--- config.mk ---
export PLATFORM = sky130hd
export DESIGN_NAME = pipeline_ctrl
export DESIGN_NICKNAME = d
export VERILOG_FILES = /design/src/rtl/cpu_types_pkg.sv /design/src/rtl/sat_counter.sv /design/src/rtl/pipeline_ctrl.sv
export SDC_FILE = /design/constraint.sdc
export NUM_CORES = 1
export LEC_CHECK = 0
export ABC_CLOCK_PERIOD_IN_PS = 2810
export BUFFER_PORTS_ARGS = -buffer_cell sky130_fd_sc_hd__buf_2
export CAP_MARGIN = 20
export CORE_MARGIN = 2
export CORE_UTILIZATION = 57
export CTS_CLUSTER_SIZE = 16
export DETAILED_ROUTE_END_ITERATION = 7
export PLACE_DENSITY_LB_ADDON = 0.3
export SETUP_SLACK_MARGIN = 0.02
export SLEW_MARGIN = 15
export SYNTH_ARGS = -nofsm -noshare
export SYNTH_HDL_FRONTEND = slang
export SYNTH_SLANG_ARGS = --single-unit
--- constraint.sdc ---
create_clock -name CLK -period 2.81 [get_ports CLK]
set_clock_uncertainty 0.05 [all_clocks]
set_input_delay 0.281 -clock CLK [delete_from_list [all_inputs] [get_ports CLK]]
set_output_delay 0.281 -clock CLK [all_outputs]
set_load 0.005 [all_outputs]
--- src/rtl/cpu_types_pkg.sv ---
// Shared types and default constants for the pipeline controller.
//   pipe_state_e : controller FSM states
//   *_DEF        : default values for the pipeline_ctrl parameters
package cpu_types_pkg;

    typedef enum logic [1:0] {
        ST_RUN      = 2'd0,
        ST_MEM_WAIT = 2'd1,
        ST_DRAIN    = 2'd2,
        ST_HALTED   = 2'd3
    } pipe_state_e;

    localparam int unsigned NREGS_DEF     = 4;
    localparam int unsigned LU_IDX_DEF    = 1;
    localparam int unsigned REDIR_IDX_DEF = 1;
    localparam int unsigned HALT_IDX_DEF  = 3;
    localparam int unsigned DRAIN_CYC_DEF = 1;
    localparam int unsigned TIMEOUT_DEF   = 255;
    localparam int unsigned CNT_W_DEF     = 32;

endpackage

--- src/rtl/sat_counter.sv ---
// Saturating up-counter with synchronous clear.
//   CLK, nRST : clock, asynchronous active-low reset
//   clear     : zero the count (wins over inc)
//   inc       : add one, holding at all-ones
//   value     : current count
module sat_counter #(
    parameter int unsigned CNT_W = 32
) (
    input  logic             CLK,
    input  logic             nRST,
    input  logic             clear,
    input  logic             inc,
    output logic [CNT_W-1:0] value
);

    logic [CNT_W-1:0] value_q;

    always_ff @(posedge CLK or negedge nRST) begin
        if (!nRST) begin
            value_q <= '0;
        end else if (clear) begin
            value_q <= '0;
        end else if (inc && (value_q != '1)) begin
            value_q <= value_q + CNT_W'(1);
        end
    end

    assign value = value_q;

endmodule

--- src/rtl/pipeline_ctrl.sv ---
// Pipeline hazard/stall/flush controller for an in-order core.
//   CLK, nRST          : clock, asynchronous active-low reset
//   ihit, dhit         : fetch / data access complete this cycle
//   mem_req            : MEM-stage register holds a memory op
//   load_use           : ID instruction needs the EX-stage load result
//   redirect           : taken branch/jump resolved in EX
//   halt_req           : halt instruction in the MEM-stage register
//   pc_en              : PC update enable (combinational)
//   reg_en, reg_flush  : per pipeline register enable / clear (combinational)
//   halt, mem_timeout  : sticky status flags (registered)
//   stall_cnt          : stalled or bubbled cycles, saturating
//   flush_cnt          : redirects taken, saturating
module pipeline_ctrl
    import cpu_types_pkg::*;
#(
    parameter int unsigned NREGS     = NREGS_DEF,
    parameter int unsigned LU_IDX    = LU_IDX_DEF,
    parameter int unsigned REDIR_IDX = REDIR_IDX_DEF,
    parameter int unsigned HALT_IDX  = HALT_IDX_DEF,
    parameter int unsigned DRAIN_CYC = DRAIN_CYC_DEF,
    parameter int unsigned TIMEOUT   = TIMEOUT_DEF,
    parameter int unsigned CNT_W     = CNT_W_DEF
) (
    input  logic             CLK,
    input  logic             nRST,
    input  logic             ihit,
    input  logic             dhit,
    input  logic             mem_req,
    input  logic             load_use,
    input  logic             redirect,
    input  logic             halt_req,
    output logic             pc_en,
    output logic [NREGS-1:0] reg_en,
    output logic [NREGS-1:0] reg_flush,
    output logic             halt,
    output logic             mem_timeout,
    output logic [CNT_W-1:0] stall_cnt,
    output logic [CNT_W-1:0] flush_cnt
);

    localparam int unsigned DRAIN_W = (DRAIN_CYC > 1) ? $clog2(DRAIN_CYC + 1) : 1;

    pipe_state_e        state_q, state_d;
    logic [DRAIN_W-1:0] drain_q, drain_d;
    logic               halt_q;
    logic               mem_timeout_q;

    logic               active;
    logic               mstall;
    logic               adv;
    logic               pc_en_c;
    logic [NREGS-1:0]   reg_en_c;
    logic [NREGS-1:0]   reg_flush_c;

    logic               stall_inc;
    logic               flush_inc;
    logic               wait_inc;
    logic [CNT_W-1:0]   wait_cnt;

    // Hazard qualifiers shared by RUN and MEM_WAIT
    assign active = (state_q == ST_RUN) || (state_q == ST_MEM_WAIT);
    assign mstall = mem_req && !dhit;
    assign adv    = active && ihit && !mstall;

    // Next state and zero-latency pipeline control
    always_comb begin
        state_d     = state_q;
        drain_d     = drain_q;
        pc_en_c     = 1'b0;
        reg_en_c    = '0;
        reg_flush_c = '0;

        unique case (state_q)
            ST_RUN, ST_MEM_WAIT: begin
                if (adv) begin
                    if (redirect) begin
                        pc_en_c  = 1'b1;
                        reg_en_c = '1;
                        for (int unsigned i = 0; i < NREGS; i++) begin
                            reg_flush_c[i] = (i <= REDIR_IDX);
                        end
                    end else if (load_use) begin
                        // Hold the front of the pipe, insert a bubble at LU_IDX
                        for (int unsigned i = 0; i < NREGS; i++) begin
                            reg_en_c[i] = (i >= LU_IDX);
                        end
                        reg_flush_c[LU_IDX] = 1'b1;
                    end else begin
                        pc_en_c  = 1'b1;
                        reg_en_c = '1;
                    end
                end

                if (adv && halt_req) begin
                    if (DRAIN_CYC == 0) begin
                        state_d = ST_HALTED;
                    end else begin
                        state_d = ST_DRAIN;
                        drain_d = DRAIN_W'(DRAIN_CYC);
                    end
                end else if ((state_q == ST_RUN) && mstall) begin
                    state_d = ST_MEM_WAIT;
                end else if ((state_q == ST_MEM_WAIT) && dhit) begin
                    state_d = ST_RUN;
                end
            end

            ST_DRAIN: begin
                // Only the back end keeps moving; HALT_IDX gets one bubble on entry
                for (int unsigned i = 0; i < NREGS; i++) begin
                    reg_en_c[i] = (i >= HALT_IDX);
                end
                reg_flush_c[HALT_IDX] = (drain_q == DRAIN_W'(DRAIN_CYC));
                if (drain_q <= DRAIN_W'(1)) begin
                    state_d = ST_HALTED;
                    drain_d = '0;
                end else begin
                    drain_d = drain_q - DRAIN_W'(1);
                end
            end

            ST_HALTED: begin
                state_d = ST_HALTED;
            end

            default: begin
                state_d = ST_RUN;
                drain_d = '0;
            end
        endcase
    end

    // State and sticky flags
    always_ff @(posedge CLK or negedge nRST) begin
        if (!nRST) begin
            state_q       <= ST_RUN;
            drain_q       <= '0;
            halt_q        <= 1'b0;
            mem_timeout_q <= 1'b0;
        end else begin
            state_q <= state_d;
            drain_q <= drain_d;
            if (state_d == ST_HALTED) begin
                halt_q <= 1'b1;
            end
            // Flag rises on the edge that brings the wait count to TIMEOUT
            if (wait_inc && (wait_cnt == CNT_W'(TIMEOUT - 1))) begin
                mem_timeout_q <= 1'b1;
            end
        end
    end

    // Every memory-stalled cycle counts as a wait cycle, including the RUN cycle
    // that enters MEM_WAIT; any non-stalled cycle breaks the run.
    assign wait_inc  = active && mstall;
    assign stall_inc = active && (!adv || (load_use && !redirect));
    assign flush_inc = adv && redirect;

    sat_counter #(.CNT_W(CNT_W)) u_stall_cnt (
        .CLK   (CLK),
        .nRST  (nRST),
        .clear (1'b0),
        .inc   (stall_inc),
        .value (stall_cnt)
    );

    sat_counter #(.CNT_W(CNT_W)) u_flush_cnt (
        .CLK   (CLK),
        .nRST  (nRST),
        .clear (1'b0),
        .inc   (flush_inc),
        .value (flush_cnt)
    );

    sat_counter #(.CNT_W(CNT_W)) u_wait_cnt (
        .CLK   (CLK),
        .nRST  (nRST),
        .clear (!wait_inc),
        .inc   (wait_inc),
        .value (wait_cnt)
    );

    // Control outputs are forced idle while reset is held
    assign pc_en       = nRST && pc_en_c;
    assign reg_en      = nRST ? reg_en_c : '0;
    assign reg_flush   = nRST ? reg_flush_c : '0;
    assign halt        = halt_q;
    assign mem_timeout = mem_timeout_q;

endmodule

==> impl_metrics.tcl, run 1 <==
set metrics [dict create \
    outcome "finished clean" \
    tightest_slew_ps 750 \
    antenna_cells 0 \
    synth_top_area_cell "dfrtp_1" \
    synth_common_cells "dfrtp_1 (101), nand2_1 (41), nand4_1 (36), nor2_1 (36)" \
    rsz0062_at_grt "no" \
    p_int_w 0.00197 \
    cts_tree "yes" \
    clock_path_buffers 2 \
    seq_area_frac_synth_pct 48.4 \
    antenna_found_initial 0 \
    hold_depth 2 \
    drt_iter0_drc 220 \
    crit_path_end_kind "register" \
    die_h_um 99.7 \
    p_sw_w 0.000695 \
    crit_fanout 14 \
    cts.sinks 101 \
    gp_congestion 0.858 \
    track_usage_pct 24.9 \
    num_rows 34 \
    synth_top_family_by_area "simple AND/OR/NAND/NOR gates" \
    crit_buf_inv 0 \
    cp.arrival_ps 2450 \
    use_met2_pct 39.3 \
    dp_hpwl_um 8350 \
    cts_buffers 9 \
    path_clk_slew_ps 100 \
    netSwitchingFraction_pct 26.1 \
    crit_family "simple AND/OR/NAND/NOR gates" \
    wl_per_cell_um 16.5 \
    via_per_inst 6.13 \
    use_met3_pct 5.69 \
    ys_types 56 \
    layout-drive-gt1-share_pct 20.5 \
    area_delta_synth_final_pct 13.1 \
    synth_mux_area_share_pct 0.838 \
    grt_max_degree 46 \
    synthAdderAreaFrac_pct 0.958 \
    pwr-share-seq_pct 59.2 \
    synth_most_common_cell "dfrtp_1" \
    required_ps 3030 \
    p_clk_share_pct 34.2 \
    grt.overflow.total 0 \
    maxCapViolations 0 \
    slew_headroom_pct 49.7 \
    synthCells 522 \
    die_x_um 99.7 \
    crit_type "register to register" \
    final_util_pct 67.1 \
    synth_seq_cells 101 \
    powerDensity_mw_per_mm2 451 \
    synth-async-reset-ratio_pct 100 \
    syn_nets 534 \
    period_needed_ps 2230 \
    gr-usage-met1_pct 35.2 \
    synthFlopType "dfrtp_1" \
    syn_area_mm2 0.00523 \
    timing.fmax_ghz 0.447 \
    cts-resized-gates 0 \
    nNetsFinal 616 \
    synth_warnings 0 \
    worst_setup_path_start_kind "register" \
    synth-edff-count 0 \
    fin_ws_ps 575 \
    io_pins 83 \
    path_cells "ha_1, nand3_1, or3_1, o31a_1, mux2_2" \
    via_count 4394 \
    p_comb_share_pct 6.6 \
    synth_xor_area_share_pct 10.9 \
    reg2reg_depth 5 \
    clk_latency_ps 370 \
    leakagePower_nw 2.80 \
    clockRootBuffer "clkbuf_8" \
    place_ws_ps 607 \
    post_cts_buffers 0 \
    yosys.area_share.simple_pct 27.8 \
    fin_tns_setup_ps 0 \
    dp.cells 700 \
    drtPass1Iterations 4 \
    stdcell_count 717 \
    critPathSlowestCell "o31a_1" \
    drtAntennaViolNets 0 \
    synth.area.top_cells "dfrtp_1 (48%), xnor2_1 (5.9%), xor2_1 (5.0%), nand4_1 (4.3%), nand3_1 (3.4%)" \
    die-area_mm2 0.00995 \
    grt_pass1_vias 4160 \
    hold_path_class "input port to register" \
    port_buffers 81 \
    htree_levels 3 \
    min_period_over_period_pct 79.5 \
    worst-path-stages 5 \
    coreArea_mm2 0.00881 \
    initial_core_util_pct 59.3 \
    crit_path_max_incr_delay_ps 490 \
    grt_pass1_wl_um 20100 \
    synth_top_area_share_pct 48.4 \
    synth-compound-area-share_pct 8.67 \
    drt-total-wl_um 11900 \
    syn_area_per_cell_um2 10.0 \
    drc 0 \
    setup_viol 0 \
    hold_violations 0 \
    vdd_drop_max_uv 301 \
    grt.busiest_layer "met2" \
    drv_slew 0 \
]
routing by layer:
metal / part of all wire (%) / routed length [um]
met1: 46 / 5460
met2: 48 / 5650
met3: 5.0 / 590
met4: 1.3 / 152
met5: 0 / 0
layout make-up:
type / instances / area [um2]
clock buffer: 11 / 151
clock inverter: 5 / 41.3
tap: 108 / 135
fill: 720 / 2900
multi-input combinational: 399 / 2570
sequential: 101 / 2530
inverter: 6 / 22.5
timing repair buffer: 87 / 455
worst reg2reg max path, delay by kind of cell (launching register included):
family | cells | cell delay (ps)
AOI/OAI and AO/OA | 1 | 500
DFF | 1 | 430
adders and majority gates | 1 | 210
muxes | 1 | 330
and+or+nand+nor | 2 | 610
power groups by stage:
stage                     sequential (W)  clock [W]  combinational (W)
final                            0.00158   0.000911           0.000175
after global routing             0.00159   0.000984           0.000205
after CTS                        0.00158   0.000927           0.000179
after detailed placement         0.00160          0           0.000179
after floorplan                  0.00160          0          0.0000698
after global placement           0.00160          0           0.000172
metrics by stage:
| stage | area [um2] | hold WS [ps] | total power, W |
|---|---|---|---|
| after floorplan | 5230 | -64.6 | 0.00166 |
| after global placement | 5700 | 260 | 0.00177 |
| after detailed placement | 5700 | 275 | 0.00178 |
| after CTS | 5910 | 25.9 | 0.00268 |
| after global routing | 5910 | 32.1 | 0.00278 |
| final | 5910 | 39.1 | 0.00266 |
logic make-up (layout without fill, tap and decap cells):
family | count (synthesis) | after routing
AND/OR/NAND/NOR | 259 | 259
flip-flops | 101 | 101
AO/OA/AOI/OAI | 66 | 66
XOR/XNOR | 65 | 65
buffers and inverters | 22 | 109
adder cells (fa/ha/maj) | 4 | 4
multiplexers | 4 | 4
other | 1 | 1
path summary, 6_finish.rpt:
path | from | end | slack, ps
max | u_flush_cnt.value[0]$_DFFE_PN0P_ | u_flush_cnt.value[1]$_DFFE_PN0P_ | 580
min | dhit | state_q[0]$_DFF_PN0_ | 40
max reg2reg | u_flush_cnt.value[0]$_DFFE_PN0P_ | u_flush_cnt.value[1]$_DFFE_PN0P_ | 580
min reg2reg | mem_timeout$_DFFE_PN0P_ | mem_timeout$_DFFE_PN0P_ | 430
max in group asynchronous | nRST | u_wait_cnt.value[28]$_DFFE_PN0P_ | 1460
min in group asynchronous | nRST | u_wait_cnt.value[9]$_DFFE_PN0P_ | 400
cell usage in the layout (no fill, tap or decap), drive strengths merged, types with 2 or more instances in the layout:
cell type	Yosys	layout
buf	9	86
and2	7	7
a31oi	13	13
or3	11	11
nand2b	4	4
o31ai	5	5
nor2	36	36
a41o	4	4
a21oi	18	18
a211oi	2	2
ha	4	4
nor4	20	20
inv	6	9
clkbuf	7	11
mux2	3	3
xor2	30	30
nand2	41	41
xnor2	35	35
a31o	2	2
or2	5	5
nor4b	3	3
and4	8	8
o21ai	15	15
nand3	35	35
dfrtp	101	101
nor3	21	21
nand4	38	38
or4	6	6
and3	20	20
flip-flops by register name (all words and copies together) (netlist names):
signal	count
drain_q	1
halt	1
mem_timeout	1
state_q	2
u_flush_cnt.value	32
u_stall_cnt.value	32
u_wait_cnt.value	32
repair_timing:
action                                 4_1_cts  5_1_grt
endpoints found under the hold margin       37        0
setup endpoints to repair                    0        0
hold buffers                                 1        0
Power figures use the tool's default switching activity.
==> inputs of run 2 (changes only) <==
--- a/config.mk
+++ b/config.mk
@@ -5,7 +5,7 @@
 export SDC_FILE = /design/constraint.sdc
 export NUM_CORES = 1
 export LEC_CHECK = 0
-export ABC_CLOCK_PERIOD_IN_PS = 2810
+export ABC_CLOCK_PERIOD_IN_PS = 2300
 export BUFFER_PORTS_ARGS = -buffer_cell sky130_fd_sc_hd__buf_2
 export CAP_MARGIN = 20
 export CORE_MARGIN = 2
==> constraint.sdc (replaced) <==
create_clock -name CLK -period 2.3 [get_ports CLK]
set_clock_uncertainty 0.05 [all_clocks]
set_input_delay 0.23 -clock CLK [delete_from_list [all_inputs] [get_ports CLK]]
set_output_delay 0.23 -clock CLK [all_outputs]
set_load 0.005 [all_outputs]
==> impl_metrics.tcl, run 2 (same netlist as run 1, synthesis figures left out) <==
set metrics [dict create \
    outcome "finished clean" \
    track_usage_pct 24.0 \
    period_needed_ps 2160 \
    io_pins 83 \
    final_cell_mix "dfrtp_1 (101), buf_2 (80), nand2_1 (41), nand4_1 (36), nor2_1 (36)" \
    cts_buffers 9 \
    path_cells "ha_1, nand3_1, or3_1, o31a_2, mux2_2" \
    htree_levels 3 \
    dp_hpwl_um 8130 \
    maxCapViolations 0 \
    drc 0 \
    nNetsFinal 623 \
    crit_path_max_incr_delay_ps 490 \
    path_clk_slew_ps 100 \
    antenna_found_initial 0 \
    antenna_cells 0 \
    powerDensity_mw_per_mm2 525 \
    grt.overflow.total 0 \
    layout_commonest_cell "dfrtp_1" \
    dp.cells 706 \
    rsz0062_at_grt "no" \
    grt_max_degree 98 \
    required_ps 2510 \
    die_x_um 99.7 \
    crit_family "simple AND/OR/NAND/NOR gates" \
    cts.sinks 101 \
    grt_pass1_wl_um 19500 \
    drv_slew 0 \
    fin_tns_setup_ps 0 \
    slew_headroom_pct 49.4 \
    leakagePower_nw 2.84 \
    gp_congestion 0.885 \
    via_count 4378 \
    drtPass1Iterations 4 \
    crit_fanout 14 \
    hold_path_class "input port to register" \
    cts_tree "yes" \
    post_cts_buffers 0 \
    cp.arrival_ps 2360 \
    worst_setup_path_start_kind "register" \
    initial_core_util_pct 59.3 \
    crit_path_end_kind "register" \
    port_buffers 81 \
    vdd_drop_max_uv 467 \
    critPathSlowestCell "o31a_2" \
    coreArea_mm2 0.00881 \
    timing.fmax_ghz 0.464 \
    die_h_um 99.7 \
    clock_path_buffers 2 \
    die-area_mm2 0.00995 \
    drt-total-wl_um 11400 \
    drtAntennaViolNets 0 \
    setup_viol 0 \
    num_rows 34 \
    layout-drive-gt1-share_pct 21.4 \
    hold_violations 0 \
    area_delta_synth_final_pct 14.6 \
    clk_latency_ps 360 \
    wl_per_cell_um 15.7 \
    tightest_slew_ps 755 \
    via_per_inst 6.05 \
    grt_pass1_vias 4153 \
    stdcell_count 724 \
    clockRootBuffer "clkbuf_8" \
    dpl_cell_area_mm2 0.00577 \
    min_period_over_period_pct 93.7 \
    whs_ps 93.1 \
    crit_type "register to register" \
    crit_buf_inv 0 \
    drt_iter0_drc 224 \
    fin_area_mm2 0.00599 \
]
run 2: path summary, 6_finish.rpt:
| path | startpoint | slack [ps] | to | depth (start not counted) |
|---|---|---|---|---|
| worst min-delay path | mem_req | 90 | state_q[0]$_DFF_PN0_ | 3 |
| min in group asynchronous | nRST | 280 | u_stall_cnt.value[1]$_DFFE_PN0P_ | 2 |
| worst max register to register | u_flush_cnt.value[0]$_DFFE_PN0P_ | 140 | u_flush_cnt.value[1]$_DFFE_PN0P_ | 5 |
| worst min register to register | mem_timeout$_DFFE_PN0P_ | 420 | mem_timeout$_DFFE_PN0P_ | 1 |
| max in group asynchronous | nRST | 1210 | u_wait_cnt.value[29]$_DFFE_PN0P_ | 3 |
| worst max-delay path | u_flush_cnt.value[0]$_DFFE_PN0P_ | 140 | u_flush_cnt.value[1]$_DFFE_PN0P_ | 5 |
run 2: power breakdown:
part	switching (W)	internal [W]	leakage, nW
combinational	0.000115	0.000102	1.40
sequential	0.0000875	0.00184	1.37
clock	0.000600	0.000402	0.0772
total	0.000802	0.00234	2.84
run 2: repair_timing:
item	CTS	global route
endpoints found under the hold margin	20	1
endpoints found under the setup margin	0	9
gates resized for setup	0	5
hold buffers	1	1
run 2: metrics by stage:
| step | setup slack (ps) | power (W) | utilization, % |
|---|---|---|---|
| floorplan | 267 | 0.00203 | - |
| global placement | 213 | 0.00216 | 65.6 |
| detailed placement | 127 | 0.00218 | 65.6 |
| CTS | 108 | 0.00317 | 67.6 |
| global route | 11.2 | 0.00328 | 68.0 |
| finish | 145 | 0.00315 | 68.0 |
run 2: per-layer routing:
metal  up-vias  wire length, um  track usage [%]
li1       2100                -                -
met1      2157             5310             33.6
met2       113             5430             38.9
met3         8              527             4.71
met4         0               78             6.11
met5         -                0                0
run 2: worst register-to-register path, delay by kind of cell (launching register included):
kind                     cells  cell delay [ps]
AND/OR/NAND/NOR              2              540
AO/OA/AOI/OAI                1              490
flip-flops                   1              440
multiplexers                 1              300
adder cells (fa/ha/maj)      1              230
run 2: layout make-up:
type	instances	area [um2]
Inverter	6	22.5
Clock inverter	4	32.5
Clock buffer	12	135
Sequential cell	101	2530
Fill cell	700	2820
Tap cell	108	135
Multi-Input combinational cell	399	2600
Timing Repair Buffer	94	536
